[config.mk]
export PLATFORM = sky130hd
export DESIGN_NAME = mem_arbiter
export DESIGN_NICKNAME = d
export VERILOG_FILES = /design/src/rtl/mem_arbiter.sv
export SDC_FILE = /design/constraint.sdc
export NUM_CORES = 1
export LEC_CHECK = 0
export ABC_AREA = 1
export CORE_AREA = 2 2 123 125
export CTS_CLUSTER_DIAMETER = 50
export DETAILED_ROUTE_END_ITERATION = 10
export DIE_AREA = 0 0 125 127
export PLACE_DENSITY = 0.82
export REMOVE_ABC_BUFFERS = 1
export SYNTH_ARGS = -nofsm -noshare
export SYNTH_HDL_FRONTEND = slang
export SYNTH_SLANG_ARGS = --single-unit
[constraint.sdc]
create_clock -name clk -period 1.5 [get_ports clk]
set_input_delay 0.225 -clock clk [delete_from_list [all_inputs] [get_ports clk]]
set_output_delay 0.225 -clock clk [all_outputs]
set_load 0.05 [all_outputs]
[src/rtl/mem_arbiter.sv]
// Two-port (I-side / D-side) arbiter and handshake owner for the single-port unified memory.
// Build option: define ARB_RR_EN for round-robin grant; default build is fixed D-over-I priority.

module mem_arbiter #(
    parameter int unsigned ADDR_W  = 16,
    parameter int unsigned DATA_W  = 32,
    parameter int unsigned TIMEOUT = 16
) (
    input  logic              clk,
    input  logic              rst,
    input  logic              i_req,
    input  logic [ADDR_W-1:0] i_addr,
    output logic              i_rdy,
    output logic [DATA_W-1:0] i_rd_data,
    input  logic              d_req,
    input  logic              d_we,
    input  logic [ADDR_W-1:0] d_addr,
    input  logic [DATA_W-1:0] d_wdata,
    output logic              d_rdy,
    output logic [DATA_W-1:0] d_rd_data,
    output logic [ADDR_W-1:0] mem_addr,
    output logic              mem_re,
    output logic              mem_we,
    output logic [DATA_W-1:0] mem_wdata,
    input  logic [DATA_W-1:0] mem_rd_data,
    input  logic              mem_rdy,
    output logic              busy,
    output logic              timeout_err
);

    localparam int unsigned     CNT_W    = 8;
    localparam logic [CNT_W-1:0] CNT_LAST = CNT_W'(TIMEOUT - 1);

    typedef enum logic [1:0] {
        S_IDLE  = 2'd0,
        S_ISSUE = 2'd1,
        S_WAIT  = 2'd2,
        S_RESP  = 2'd3
    } state_t;

    state_t           state;
    state_t           state_nxt;
    logic             owner_d;      // 1: D-side owns the outstanding access
    logic             lat_we;
    logic [CNT_W-1:0] wait_cnt;

    logic             pick_d_c;
    logic             grant_c;
    logic             done_c;
    logic             tmo_c;

    logic             mem_re_nxt;
    logic             mem_we_nxt;
    logic             i_rdy_nxt;
    logic             d_rdy_nxt;
    logic             busy_nxt;

`ifdef ARB_RR_EN
    // last_d remembers whether the previous grant went to D; on collision the other side wins
    logic last_d;

    always_ff @(posedge clk) begin
        if (rst) begin
            last_d <= 1'b0;
        end else if (grant_c) begin
            last_d <= pick_d_c;
        end
    end

    assign pick_d_c = d_req && (!i_req || !last_d);
`else
    assign pick_d_c = d_req;
`endif

    assign grant_c = (state == S_IDLE) && (i_req || d_req);
    assign tmo_c   = (state == S_WAIT) && !mem_rdy && (wait_cnt == CNT_LAST);
    assign done_c  = (state == S_WAIT) && (mem_rdy || (wait_cnt == CNT_LAST));

    // State register
    always_ff @(posedge clk) begin
        if (rst) begin
            state <= S_IDLE;
        end else begin
            state <= state_nxt;
        end
    end

    // Next-state logic
    always_comb begin
        state_nxt = state;
        unique case (state)
            S_IDLE:  if (grant_c) state_nxt = S_ISSUE;
            S_ISSUE: state_nxt = S_WAIT;
            S_WAIT:  if (done_c) state_nxt = S_RESP;
            S_RESP:  state_nxt = S_IDLE;
            default: state_nxt = S_IDLE;
        endcase
    end

    // Output decode: values the output registers take on the next edge
    always_comb begin
        mem_re_nxt = 1'b0;
        mem_we_nxt = 1'b0;
        i_rdy_nxt  = 1'b0;
        d_rdy_nxt  = 1'b0;
        busy_nxt   = (state_nxt != S_IDLE);
        if (grant_c) begin
            mem_we_nxt = pick_d_c && d_we;
            mem_re_nxt = !(pick_d_c && d_we);
        end
        if (done_c) begin
            i_rdy_nxt = !owner_d;
            d_rdy_nxt = owner_d;
        end
    end

    // Output registers, request latch, wait counter and read-data capture
    always_ff @(posedge clk) begin
        if (rst) begin
            mem_re      <= 1'b0;
            mem_we      <= 1'b0;
            i_rdy       <= 1'b0;
            d_rdy       <= 1'b0;
            busy        <= 1'b0;
            timeout_err <= 1'b0;
            mem_addr    <= '0;
            mem_wdata   <= '0;
            i_rd_data   <= '0;
            d_rd_data   <= '0;
            owner_d     <= 1'b0;
            lat_we      <= 1'b0;
            wait_cnt    <= '0;
        end else begin
            mem_re <= mem_re_nxt;
            mem_we <= mem_we_nxt;
            i_rdy  <= i_rdy_nxt;
            d_rdy  <= d_rdy_nxt;
            busy   <= busy_nxt;

            if (grant_c) begin
                owner_d   <= pick_d_c;
                lat_we    <= pick_d_c && d_we;
                mem_addr  <= pick_d_c ? d_addr : i_addr;
                mem_wdata <= pick_d_c ? d_wdata : '0;
            end

            wait_cnt <= (state == S_WAIT) ? wait_cnt + CNT_W'(1) : '0;

            // A timed-out access returns zero data to its owner, read or write
            if (tmo_c) begin
                timeout_err <= 1'b1;
                if (owner_d) begin
                    d_rd_data <= '0;
                end else begin
                    i_rd_data <= '0;
                end
            end else if (done_c && !lat_we) begin
                if (owner_d) begin
                    d_rd_data <= mem_rd_data;
                end else begin
                    i_rd_data <= mem_rd_data;
                end
            end
        end
    end

endmodule

==> summary.md <==
| Metric | Value |
|---|---|
| Initial cell density of the core | 0.3866 |
| Sequential-to-total area share from yosys stat | 0.4667 |
| Input/output buffers | 219 |
| Violated checks | setup timing |
| Switching Fraction | 0.3426 |
| Vias in the first global route | 5212 |
| Gr ovfl total | 0 |
| Num ports | 220 |
| Area after DPL | 7876 um2 |
| CTS tree | yes |
| Actual slew at the worst max-slew pin | 362.9 ps |
| Met1 Use GR | 0.2334 |
| Max-cap violations | 0 |
| Final Hold Viols | 0 |
| Leak | 4.392 nW |
| Critical path peak fanout | 9 |
| Clock share of power | 0.341 |
| Min-delay worst type | primary input to flop |
| Gpl congestion | 0.7853 |
| Post-Synthesis Cells | 826 |
| Final nets | 1174 |
| Slew HR | 0.7580 |
| CTS H-tree depth | 4 |
| Yosys top cell area share | 0.4667 |
| Total CTS buffers | 17 |
| FF-to-FF setup slack | -100 ps |
| Final period util | 1.067 |
| Final Max Slew Viols | 0 |
| Fmax | 625.0 MHz |
| Area contributors post-synth | dfxtp_1, nand2_1, nor2_1, inv_1, a21oi_1 |
| R2R cell count | 11 |
| Worst flop-to-flop path startpoint | state[0] |
| Cell internal pwr | 8.232 mW |
| Leading area contributor after synthesis | dfxtp_1 |
| Maximum buffer depth of the clock tree | 2 |
| DRT Pass-1 Iters | 4 |
| Netlist cell types | 24 |
| Layout Area Growth over Synthesis | 62.28% |
| Setup crit start kind | flop |
| Sw Pwr | 4.290 mW |
| Critical path type | flop to flop |
| Crit end category | flop |
| Filler cells | 1255 |
| Post-route ant nets | 0 |
| Root Driver | clkbuf_16 |
| Most common cell after layout, fill and taps aside | nor2_1 |
| Peak supply drop | 886.0 uV |
| Die H | 127 um |
| Crit path time final | 1600 ps |
| Die ar. | 15880 um2 |
| Hold Path Origin | d_req |
| Dpl ws | -107.9 ps |
| HPWL Detailed | 11.09 mm |
| Part of the power in combinational logic | 0.337 |
| Hold-fix buffers at CTS | 0 |
| Met3 usage | 0.06784 |
| Critical Path RT | 1790 ps |
| Finish-stage setup viols | 69 |
| Hold path endpoint | mem_re |
| Routed vias | 5786 |
| Via density | 4.570 |
| Crit path DAT | 1890 ps |
| Total track usage | 0.1931 |
| Clk pin slew, worst setup/hold paths | 60 ps |
| Commonest cells after routing, fill and taps aside | nor2_1, buf_4, nand2_1 |
| DRC violations left | 0 |
| GR Util met2 | 0.3248 |
| Pwr dens | 1384 nW/um2 |
| Average size of a mapped cell | 6.751 um2 |
| Setup Skew | 5.287 ps |
| CORE AREA | 14420 um2 |
| RR Endpoint | mem_wdata[18] |
| Worst-skew pair later-pin latency | 410 ps |
| Total Wirelength | 16.72 mm |
| Min setup slack post-route | -100.0 ps |
| Final Instance Area | 9050 um2 |
| Part of the power in registers | 0.322 |
| Largest net degree at the start of global routing | 55 |
| Die Span X | 125 um |
| Global-route wire length before repair | 24.87 mm |
| Share of cells above drive strength 1 | 0.2717 |
| Outcome | finished, violations left |
| Initial DRC Count | 315 |
| RSZ-0062 raised after global routing | yes |
| YS warnings | 0 |
| Std-Cell Rows | 44 |
| Initial antenna violation count | 0 |
| Hold-critical path depth | 3 |
| ANT cells | 0 |
| Synthesized cell area | 5577 um2 |
| Post-DR wirelength/cell | 13.21 um |
| Most Crowded Layer GR | met2 |
| CTS Sinks | 130 |
| Synth Register Bits | 130 |
==> how the worst max path moves through the flow <==
| stage | from | end | slack (ps) | depth (start not counted) |
|---|---|---|---|---|
| after floorplan | state[0] | lat_we | -1240 | 6 |
| after global placement | i_req | busy | -90 | 6 |
| after detailed placement | i_req | busy | -110 | 6 |
| after CTS | state[0] | i_rd_data[12] | -30 | 11 |
| after global routing | wait_cnt[0] | i_rd_data[14] | -170 | 10 |
| final | state[0] | mem_wdata[18] | -100 | 11 |
==> per-layer routing <==
layer / share of wire / wire (um)
met1: 0.43 / 7198
met2: 0.49 / 8122
met3: 0.068 / 1141
met4: 0.015 / 259
met5: 0 / 0
==> timing repair <==
| item | 4_1_cts | 5_1_grt |
|---|---|---|
| pin swaps | 2 | 9 |
| gates cloned | 0 | 9 |
| endpoints found under the hold margin | 0 | 0 |
| resized for setup | 20 | 98 |
| setup buffers | 0 | 5 |
| setup endpoints to repair | 61 | 116 |
==> cells in the mapped netlist, drive strengths merged <==
| master | n |
|---|---|
| nand2 | 186 |
| nor2 | 172 |
| inv | 138 |
| dfxtp | 130 |
| a21oi | 70 |
| nand3 | 37 |
| buf | 24 |
| clkbuf | 24 |
| o21ai | 19 |
| nand4 | 17 |
| ha | 3 |
| o21a | 2 |
| a31o | 1 |
| and3 | 1 |
| nand3b | 1 |
| nor3 | 1 |
==> worst max-delay path: stages (launching register included) <==
cell	delay, ps
dfxtp_2	310
inv_2	70
buf_4	110
buf_6	90
ha_4	120
inv_2	40
nor2_4	150
buf_12	180
clkinv_8	90
clkbuf_16	170
nand2_1	60
a21oi_1	60
==> area by class of cell <==
cell class                 instances  area (um2)  share of cell area
tap                              184       230.2             0.02544
sequential                       130        2608              0.2881
timing repair buffer             272        2603              0.2876
clock buffer                      23       478.0             0.05281
inverter                         138       530.5             0.05862
multi-input combinational        510        2472              0.2732
clock inverter                     9       128.9             0.01424
==> flip-flops by register name (all words and copies together), names as in the netlist <==
| signal | flops |
|---|---|
| busy | 1 |
| d_rd_data | 32 |
| d_rdy | 1 |
| i_rd_data | 32 |
| i_rdy | 1 |
| lat_we | 1 |
| mem_addr | 16 |
| mem_re | 1 |
| mem_wdata | 32 |
| mem_we | 1 |
| owner_d | 1 |
| state | 2 |
| timeout_err | 1 |
| wait_cnt | 8 |
==> power by group through the flow <==
| stage | combinational (mW) | sequential (mW) | clock, mW |
|---|---|---|---|
| after CTS | 3.51 | 4.01 | 4.35 |
| after detailed placement | 3.47 | 4.07 | 0 |
| after global placement | 3.43 | 4.07 | 0 |
| after floorplan | 0.915 | 5.21 | 0 |
| final | 4.22 | 4.04 | 4.27 |
| after global routing | 4.48 | 4.07 | 4.53 |
==> logic make-up (layout without fill, tap and decap cells) <==
kind of cell	after synthesis	after routing	synth area share
AOI/OAI and AO/OA	92	92	0.08414
adders and majority gates	3	3	0.006732
buffers and inverters	186	442	0.1369
DFF	130	130	0.4667
and+or+nand+nor	415	415	0.3056
==> through the flow <==
step	setup TNS (ps)	total power, mW	hold slack, ps	std cells	util
after floorplan	-66070	6.122	294.1	778	-
after global placement	-2560	7.493	450.4	1220	0.5461
after detailed placement	-5391	7.543	455.8	1220	0.5461
after CTS	-119.9	11.88	362.1	1252	0.5919
after global routing	-10620	13.08	385.1	1266	0.6274
final	-3054	12.52	375.5	1266	0.6274
(Power assumes the default switching activity.)
